File: src/rtl/vend_pkg.sv
// vend_pkg: shared FSM states and coin/gap constants for the cola vending controller
package vend_pkg;
  typedef enum logic [2:0] {IDLE, COLLECT, VEND, CHANGE, REFUND} state_t;
  localparam int HALF_UNITS = 1;
  localparam int ONE_UNITS = 2;
  localparam int GAP_W = 4;
endpackage

File: src/rtl/vend_change_tx.sv
// vend_change_tx: loads a count and emits it as po_money pulses (1 high, CHG_GAP low); done when drained
module vend_change_tx import vend_pkg::*; #(
  parameter int CW = 3,
  parameter int CHG_GAP = 1
) (
  input  logic          sys_clk,
  input  logic          sys_rst,
  input  logic          load,
  input  logic [CW-1:0] count,
  output logic          po_money,
  output logic          done
);
  localparam logic [GAP_W-1:0] GAP = GAP_W'(CHG_GAP);
  logic [CW-1:0] rem;
  logic [GAP_W-1:0] gap;
  assign done = rem == '0 && gap == '0;
  always_ff @(posedge sys_clk)
    if (sys_rst) begin
      po_money <= 1'b0;
      rem <= '0;
      gap <= '0;
    end else if (load) begin
      po_money <= count != '0;
      rem <= count != '0 ? count - CW'(1) : '0;
      gap <= count != '0 ? GAP : '0;
    end else if (rem != '0 && gap == '0) begin
      po_money <= 1'b1;
      rem <= rem - CW'(1);
      gap <= GAP;
    end else begin
      po_money <= 1'b0;
      gap <= gap != '0 ? gap - GAP_W'(1) : '0;
    end
endmodule

File: src/rtl/vend_cola_param.sv
// vend_cola_param: parametrised cola vending FSM with change/refund pulse train; VEND_SALES_CNT_EN adds a saturating sales counter
module vend_cola_param import vend_pkg::*; #(
  parameter int PRICE = 5,
  parameter int CHG_GAP = 1,
  localparam int CW = $clog2(PRICE + 3)
) (
  input  logic          sys_clk,
  input  logic          sys_rst,
  input  logic          pi_money_half,
  input  logic          pi_money_one,
  input  logic          pi_cancel,
`ifdef VEND_SALES_CNT_EN
  input  logic          pi_cnt_clr,
  output logic [15:0]   po_sales_cnt,
`endif
  output logic          po_cola,
  output logic          po_money,
  output logic          po_reject,
  output logic          po_busy,
  output logic [CW-1:0] po_credit
);
  localparam logic [CW-1:0] PRICE_U = CW'(PRICE);
  state_t state, state_n;
  logic [CW-1:0] chg, chg_n, credit_n, coin, sum, load_cnt;
  logic load, cola_n, reject_n, done;
  assign coin = (pi_money_half ? CW'(HALF_UNITS) : '0) + (pi_money_one ? CW'(ONE_UNITS) : '0);
  assign sum = po_credit + coin;
  vend_change_tx #(.CW(CW), .CHG_GAP(CHG_GAP)) u_tx (
    .sys_clk(sys_clk),
    .sys_rst(sys_rst),
    .load(load),
    .count(load_cnt),
    .po_money(po_money),
    .done(done)
  );
  always_comb begin
    state_n = state;
    credit_n = po_credit;
    chg_n = chg;
    load = 1'b0;
    load_cnt = po_credit;
    cola_n = 1'b0;
    reject_n = 1'b0;
    case (state)
      IDLE, COLLECT: begin
        if (pi_cancel && po_credit != '0) begin
          state_n = REFUND;
          load = 1'b1;
          reject_n = coin != '0;
        end else if (sum >= PRICE_U) begin
          state_n = VEND;
          chg_n = sum - PRICE_U;
          credit_n = '0;
          cola_n = 1'b1;
        end else if (coin != '0) begin
          state_n = COLLECT;
          credit_n = sum;
        end
      end
      VEND: begin
        reject_n = coin != '0;
        load = chg != '0;
        load_cnt = chg;
        state_n = chg != '0 ? CHANGE : IDLE;
      end
      CHANGE: begin
        reject_n = coin != '0;
        state_n = done ? IDLE : CHANGE;
      end
      REFUND: begin
        reject_n = coin != '0;
        credit_n = po_money ? po_credit - CW'(1) : po_credit;
        state_n = done ? IDLE : REFUND;
      end
      default: begin
        state_n = IDLE;
        credit_n = '0;
      end
    endcase
  end
  always_ff @(posedge sys_clk)
    if (sys_rst) begin
      state <= IDLE;
      po_credit <= '0;
      chg <= '0;
      po_cola <= 1'b0;
      po_reject <= 1'b0;
      po_busy <= 1'b0;
    end else begin
      state <= state_n;
      po_credit <= credit_n;
      chg <= chg_n;
      po_cola <= cola_n;
      po_reject <= reject_n;
      po_busy <= state_n inside {VEND, CHANGE, REFUND};
    end
`ifdef VEND_SALES_CNT_EN
  always_ff @(posedge sys_clk)
    if (sys_rst || pi_cnt_clr) po_sales_cnt <= '0;
    else if (po_cola && po_sales_cnt != 16'hFFFF) po_sales_cnt <= po_sales_cnt + 16'd1;
`endif
endmodule

File: config.mk
export PLATFORM = sky130hd
export DESIGN_NAME = vend_cola_param
export DESIGN_NICKNAME = d
export VERILOG_FILES = /design/src/rtl/vend_pkg.sv /design/src/rtl/vend_change_tx.sv /design/src/rtl/vend_cola_param.sv
export SDC_FILE = /design/constraint.sdc
export NUM_CORES = 1
export LEC_CHECK = 0
export CAP_MARGIN = 20
export CORE_MARGIN = 5
export CORE_UTILIZATION = 30
export DETAILED_ROUTE_END_ITERATION = 7
export GPL_TIMING_DRIVEN = 0
export SLEW_MARGIN = 10
export SYNTH_ARGS = -nofsm -noshare
export SYNTH_HDL_FRONTEND = slang
export SYNTH_SLANG_ARGS = --single-unit
export TNS_END_PERCENT = 50
File: constraint.sdc
create_clock -name sys_clk -period 6.9 [get_ports sys_clk]
set_clock_uncertainty 0.1 [all_clocks]
set_input_delay 1.035 -clock sys_clk [delete_from_list [all_inputs] [get_ports sys_clk]]
set_output_delay 1.035 -clock sys_clk [all_outputs]
set_load 0.005 [all_outputs]
==> results of run 1 <==
worst register-to-register path: cells and delay by family (launching register included):
family | cells | cell delay, ps
adders and majority gates | 3 | 980
and+or+nand+nor | 2 | 610
AOI/OAI and AO/OA | 2 | 500
DFF | 1 | 400
buffers and inverters | 1 | 90
registers in the layout, summed over array words and instances, names as in the netlist:
| name | cells |
|---|---|
| chg | 3 |
| po_busy | 1 |
| po_cola | 1 |
| po_credit | 3 |
| po_reject | 1 |
| state | 3 |
| u_tx.gap | 4 |
| u_tx.po_money | 1 |
| u_tx.rem | 3 |
how the worst min path moves through the flow:
stage,start,end,slack (ps)
after floorplan,chg[2],chg[2],380
after global placement,u_tx.gap[1],u_tx.gap[1],430
after detailed placement,u_tx.gap[1],u_tx.gap[1],440
after CTS,u_tx.gap[1],u_tx.gap[1],450
after global routing,u_tx.gap[1],u_tx.gap[1],470
final,u_tx.gap[1],u_tx.gap[1],450
per-stage QoR:
step	hold slack, ps	setup WS, ps	instances	util
4_1_cts	452	3330	203	0.369
3_3_place_gp	428	3060	199	0.355
3_5_place_dp	440	3080	199	0.355
6_report	447	3290	203	0.369
5_1_grt	467	3170	203	0.369
2_1_floorplan	383	3730	138	-
layer usage:
metal / vias to the layer above / routed length (µm) / share of wire / GRT usage
met4: 0 / 38 / 0.014 / 0.0356
met1: 511 / 1210 / 0.44 / 0.122
met3: 5 / 107 / 0.039 / 0.0147
met2: 28 / 1390 / 0.51 / 0.190
li1: 539 / - / - / -
met5: - / 0 / 0 / 0
where the power goes:
group	internal (mW)	switching [mW]
clock	0.0509	0.0426
combinational	0.194	0.208
sequential	0.155	0.0410
total	0.400	0.291
cell usage in the layout (no fill, tap or decap), types with 5 or more instances in the layout:
cell             count
dfxtp_1             20
inv_1               11
clkdlybuf4s50_1     11
nor2_1              10
ha_1                10
a21oi_1              8
nand2_1              7
nand3_1              5
nor3_1               5
logic make-up (layout without fill, tap and decap cells):
kind of cell	after synthesis	count (layout)	share of synthesized area
and+or+nand+nor	48	48	0.218
AOI/OAI and AO/OA	35	35	0.232
DFF	20	20	0.316
buffers and inverters	15	30	0.0513
adders and majority gates	11	11	0.114
muxes	5	5	0.0414
xor gates and xnor gates	4	4	0.0276
cell type report:
| type | count | share of cell area |
|---|---|---|
| flip-flops and latches | 20 | 0.268 |
| repair buffers | 11 | 0.0736 |
| clock buffers | 4 | 0.0368 |
| multi-input cells | 103 | 0.537 |
| inverters | 11 | 0.0276 |
| plain buffers | 4 | 0.0159 |
| well taps | 50 | 0.0418 |
==> results.json, run 1 <==
{
  "multi_input_comb_area_um2": 803,
  "die-area_mm2": 0.00563,
  "synth-seq-cells": 20,
  "drc": 0,
  "setup.worst_path.class": "input pin to flip-flop",
  "grt.total_usage": 0.104,
  "crit_family": "adder cells",
  "gp_congestion": 0.851,
  "status": "finished, final reports clean",
  "source_of_the_critical_timing_path": "pi_money_half",
  "synth_cell_count_leaders": "dfxtp_1 (20), inv_1 (11), ha_1 (10), nor2_1 (10), a21oi_1 (8)",
  "detailed_place.area_mm2": 0.00144,
  "via_count": 1083,
  "post_synth.cell_area_avg_um2": 9.19,
  "regArea_um2": 400,
  "irDropWorstVdd_mv": 0.194,
  "ff2ff_setup_slack_ps": 4140,
  "postCtsSetupRepairBufs": 0,
  "total_number_of_cells_along_the_worst_setup_path": 9,
  "cp_max_fo": 4,
  "synth.most_common_cell": "dfxtp_1",
  "drt.antenna.violating_nets": 0,
  "filler_cell_count": 394,
  "cts_tree": "done",
  "crit-reg2reg-capture": "po_credit[2]",
  "period_share": 0.523,
  "cts_made_buffers": 3,
  "start_kind": "input pin",
  "slew_headroom": 0.624,
  "worstSetupEndpointType": "flip-flop",
  "startpoint_of_the_most_critical_register_to_register_path": "po_credit[0]",
  "min_path_cells": 3,
  "crit_slowest_cell": "fa_1",
  "ios": 12,
  "delay_contributed_by_the_slowest_stage_of_the_critical_path_ps": 540,
  "yosys_warnings": 0,
  "stdcell_area_mm2": 0.00150,
  "cts-hold-fix-buffers": 0,
  "rsz_0062_raised_after_global_routing": "no",
  "fp.dieW_um": 75.0,
  "ctsRootBufferMaster": "clkbuf_8",
  "initialDrtViolationCount": 28,
  "core_area_mm2": 0.00406,
  "slew_violations": 0,
  "synthArstFlopShare": 0,
  "cp_common_cell": "ha_1",
  "drv.max_cap_violation_count": 0,
  "crit_arrival_ps": 3690,
  "pwr_density_cell_mw_per_mm2": 462,
  "io_buffer_count": 11,
  "achievable-frequency_mhz": 277,
  "min-delay-path-class": "flip-flop to flip-flop",
  "via_density": 5.33,
  "rows": 23,
  "portion_of_the_post_synthesis_area_used_by_sequential_elements": 0.316,
  "unique_cell_type_count_in_the_yosys_netlist": 45,
  "report.final.setup_viol": 0,
  "syn_nets": 154,
  "cts-htree-levels": 1,
  "final_nets": 170,
  "place_hpwl_mm": 2.11,
  "start_util": 0.313,
  "n_antenna_cell": 0,
  "cts.clk_slew.worst_paths_ps": 80,
  "syn_to_final_growth_pct": 17.9,
  "grt_pass1_vias": 985,
  "clock_tree.buffer_depth": 2,
  "drt_pre_antenna_iters": 4,
  "number_of_sinks_driven_by_the_clock_tree": 20,
  "grt_first_pass_wirelength_mm": 4.58,
  "fin_crit_ps": 3610,
  "netlist_instances": 138,
  "prevailing_post_synth_register_cell": "dfxtp_1",
  "cts_resized": 0,
  "worstSetupEndpoint": "po_credit[2]",
  "power.leakage_nw": 0.559,
  "grt_start_max_net_pins": 12,
  "synth_enable_flop_cells": 0,
  "drive_above_1_share": 0.137,
  "wire_per_inst_um": 13.5,
  "syn-cell-area_mm2": 0.00127,
  "post-synth-top-area-cell": "dfxtp_1",
  "die_h_um": 75.0,
  "final.setup.tns_ps": 0,
  "worst-path-buf-inv": 2,
  "timing_worst_slew_pin_value_ps": 561,
  "overflow": 0,
  "clock_latency_ps": 260,
  "crit_required_ps": 6990,
  "synthTopCellsByArea": "dfxtp_1 (32%), ha_1 (9.9%), inv_1 (3.3%), a21oi_1 (3.2%), nor2_1 (3.0%)",
  "report.power.total_mw": 0.692,
  "critical_path.cell_chain": "clkdlybuf4s50_1 -> ha_1 -> fa_1 -> inv_1 -> ha_1 -> nor3_1 -> o21ai_0 -> and3_4 -> a311oi_2",
  "grt_antenna_before_repair": 0,
  "hold_violations": 0,
  "r2r.worst_path.cells": 8,
  "totalWireLength_mm": 2.74,
  "yosysTopAreaCellShare": 0.316
}
Power figures use the tool's default switching activity.
==> run 2: changes to the inputs <==
Clock period 6.9 ns to 3.25 ns, I/O delays scaled along.
==> results of run 2 <==
Same layout as run 1 (identical final DEF). Status: finished, final reports clean.
Among the figures that moved: setup slack after placement 3080 ps -> -26.7 ps; setup slack after layout 3290 ps -> 190 ps; register-to-register setup slack 4140 ps -> 490 ps; total power 0.692 mW -> 1.47 mW; worst IR drop on VDD 0.194 mV -> 0.411 mV
==> run 3: changes to the inputs <==
Settings changed: CORE_MARGIN 5 to unset, CORE_UTILIZATION 30 to 45, PLACE_DENSITY set to 0.78.
==> results.json, run 3 (synthesized netlist as in run 1, its figures left out) <==
{
  "status": "finished, final reports clean",
  "clock_tree.buffer_depth": 2,
  "irDropWorstVdd_mv": 0.529,
  "crit_required_ps": 3360,
  "power.leakage_nw": 0.544,
  "setup.worst_path.class": "input pin to flip-flop",
  "grt_first_pass_wirelength_mm": 4.53,
  "start_kind": "input pin",
  "hold_violations": 0,
  "stdcell_area_mm2": 0.00144,
  "grt_pass1_vias": 1003,
  "io_buffer_count": 11,
  "number_of_sinks_driven_by_the_clock_tree": 20,
  "clock_latency_ps": 290,
  "via_density": 5.80,
  "multi_input_comb_area_um2": 803,
  "final.setup.tns_ps": 0,
  "mostFrequentLayoutCell": "dfxtp_1",
  "cts-hold-fix-buffers": 0,
  "min_path_cells": 2,
  "drt_pre_antenna_iters": 4,
  "core_area_mm2": 0.00257,
  "syn_to_final_growth_pct": 13.4,
  "totalWireLength_mm": 2.73,
  "period_share": 0.950,
  "timing.final.ws_setup_ps": 164,
  "overflow": 0,
  "fp.dieW_um": 55.1,
  "dpl.cell_count": 179,
  "ff2ff_setup_slack_ps": 490,
  "cts.clk_slew.worst_paths_ps": 100,
  "regArea_um2": 400,
  "grt_antenna_before_repair": 0,
  "register_with_the_highest_flop_count": "u_tx.gap",
  "timing_worst_slew_pin_value_ps": 568,
  "wire_per_inst_um": 15.0,
  "gp_congestion": 0.940,
  "report.final.setup_viol": 0,
  "layoutNonFillerInstCount": 182,
  "drive_above_1_share": 0.132,
  "slew_headroom": 0.619,
  "cts_tree": "done",
  "hp-start": "chg[2]",
  "drv.max_cap_violation_count": 0,
  "ios": 12,
  "cts_resized": 0,
  "n_antenna_cell": 0,
  "postCtsSetupRepairBufs": 0,
  "fin_crit_ps": 3090,
  "initialDrtViolationCount": 29,
  "final_nets": 170,
  "ctsRootBufferMaster": "clkbuf_4",
  "report.power.total_mw": 1.40,
  "drc": 0,
  "cp_max_fo": 4,
  "filler_cell_count": 262,
  "cts_made_buffers": 3,
  "r2r.worst_path.cells": 8,
  "achievable-frequency_mhz": 324,
  "grt_start_max_net_pins": 11,
  "crit-reg2reg-capture": "po_credit[2]",
  "leading_cell_types_in_the_layout_fill_and_taps_excluded": "dfxtp_1 (20), inv_1 (11), clkdlybuf4s50_1 (11)",
  "largest_register_ff_count": 4,
  "slew_violations": 0,
  "die-area_mm2": 0.00304,
  "rows": 18,
  "grt.total_usage": 0.212,
  "drt.antenna.violating_nets": 0,
  "min-delay-path-class": "flip-flop to flip-flop",
  "die_h_um": 55.1,
  "startpoint_of_the_most_critical_register_to_register_path": "po_credit[0]",
  "holdPathEnd": "chg[2]",
  "dpl_worst_slack_ps": -87.5,
  "via_count": 1055,
  "detailed_place.area_mm2": 0.00142,
  "worstSetupEndpointType": "flip-flop",
  "cts-htree-levels": 1,
  "place_hpwl_mm": 2.15,
  "crit_arrival_ps": 3190,
  "start_util": 0.494,
  "rsz_0062_raised_after_global_routing": "no",
  "pwr_density_cell_mw_per_mm2": 971
}
==> run 3: critical path: stages <==
cell,delay (ps)
clkdlybuf4s50_1,480
ha_1,240
fa_1,530
inv_1,90
ha_1,210
nor3_1,330
o21ai_0,320
and3_4,290
a311oi_2,220
==> run 3: how the worst max path moves through the flow <==
stage,from,endpoint,cells after the start
floorplan,pi_money_half,po_credit[2],8
global placement,pi_money_half,po_credit[2],9
detailed placement,pi_money_half,po_credit[2],9
CTS,pi_money_half,po_credit[2],9
global route,pi_money_half,po_credit[1],9
finish,pi_money_half,po_credit[2],9
==> run 3: routing by layer <==
layer  vias up  share of wire  track usage
met2        15           0.48        0.367
met3         4          0.025       0.0410
met5         -              0            0
met1       501           0.47        0.252
li1        535              -            -
met4         0          0.015       0.0917
==> run 3: cell type report <==
type / count / share of cell area
inverters: 11 / 0.0287
plain buffers: 4 / 0.0165
clock buffers: 3 / 0.0157
well taps: 30 / 0.0261
flip-flops and latches: 20 / 0.278
repair buffers: 11 / 0.0765
multi-input cells: 103 / 0.558
==> run 3: power by group <==
group / switching [mW] / total, mW / leakage [nW] / internal [mW]
clock network: 0.0681 / 0.111 / 0.0138 / 0.0431
registers: 0.0842 / 0.414 / 0.164 / 0.330
logic: 0.458 / 0.871 / 0.366 / 0.414
total: 0.610 / 1.40 / 0.544 / 0.786
==> run 3: stage by stage <==
step                utilization  hold slack (ps)
finish                    0.560              454
CTS                       0.560              463
global route              0.560              490
floorplan                     -              383
detailed placement        0.552              444
global placement          0.552              432
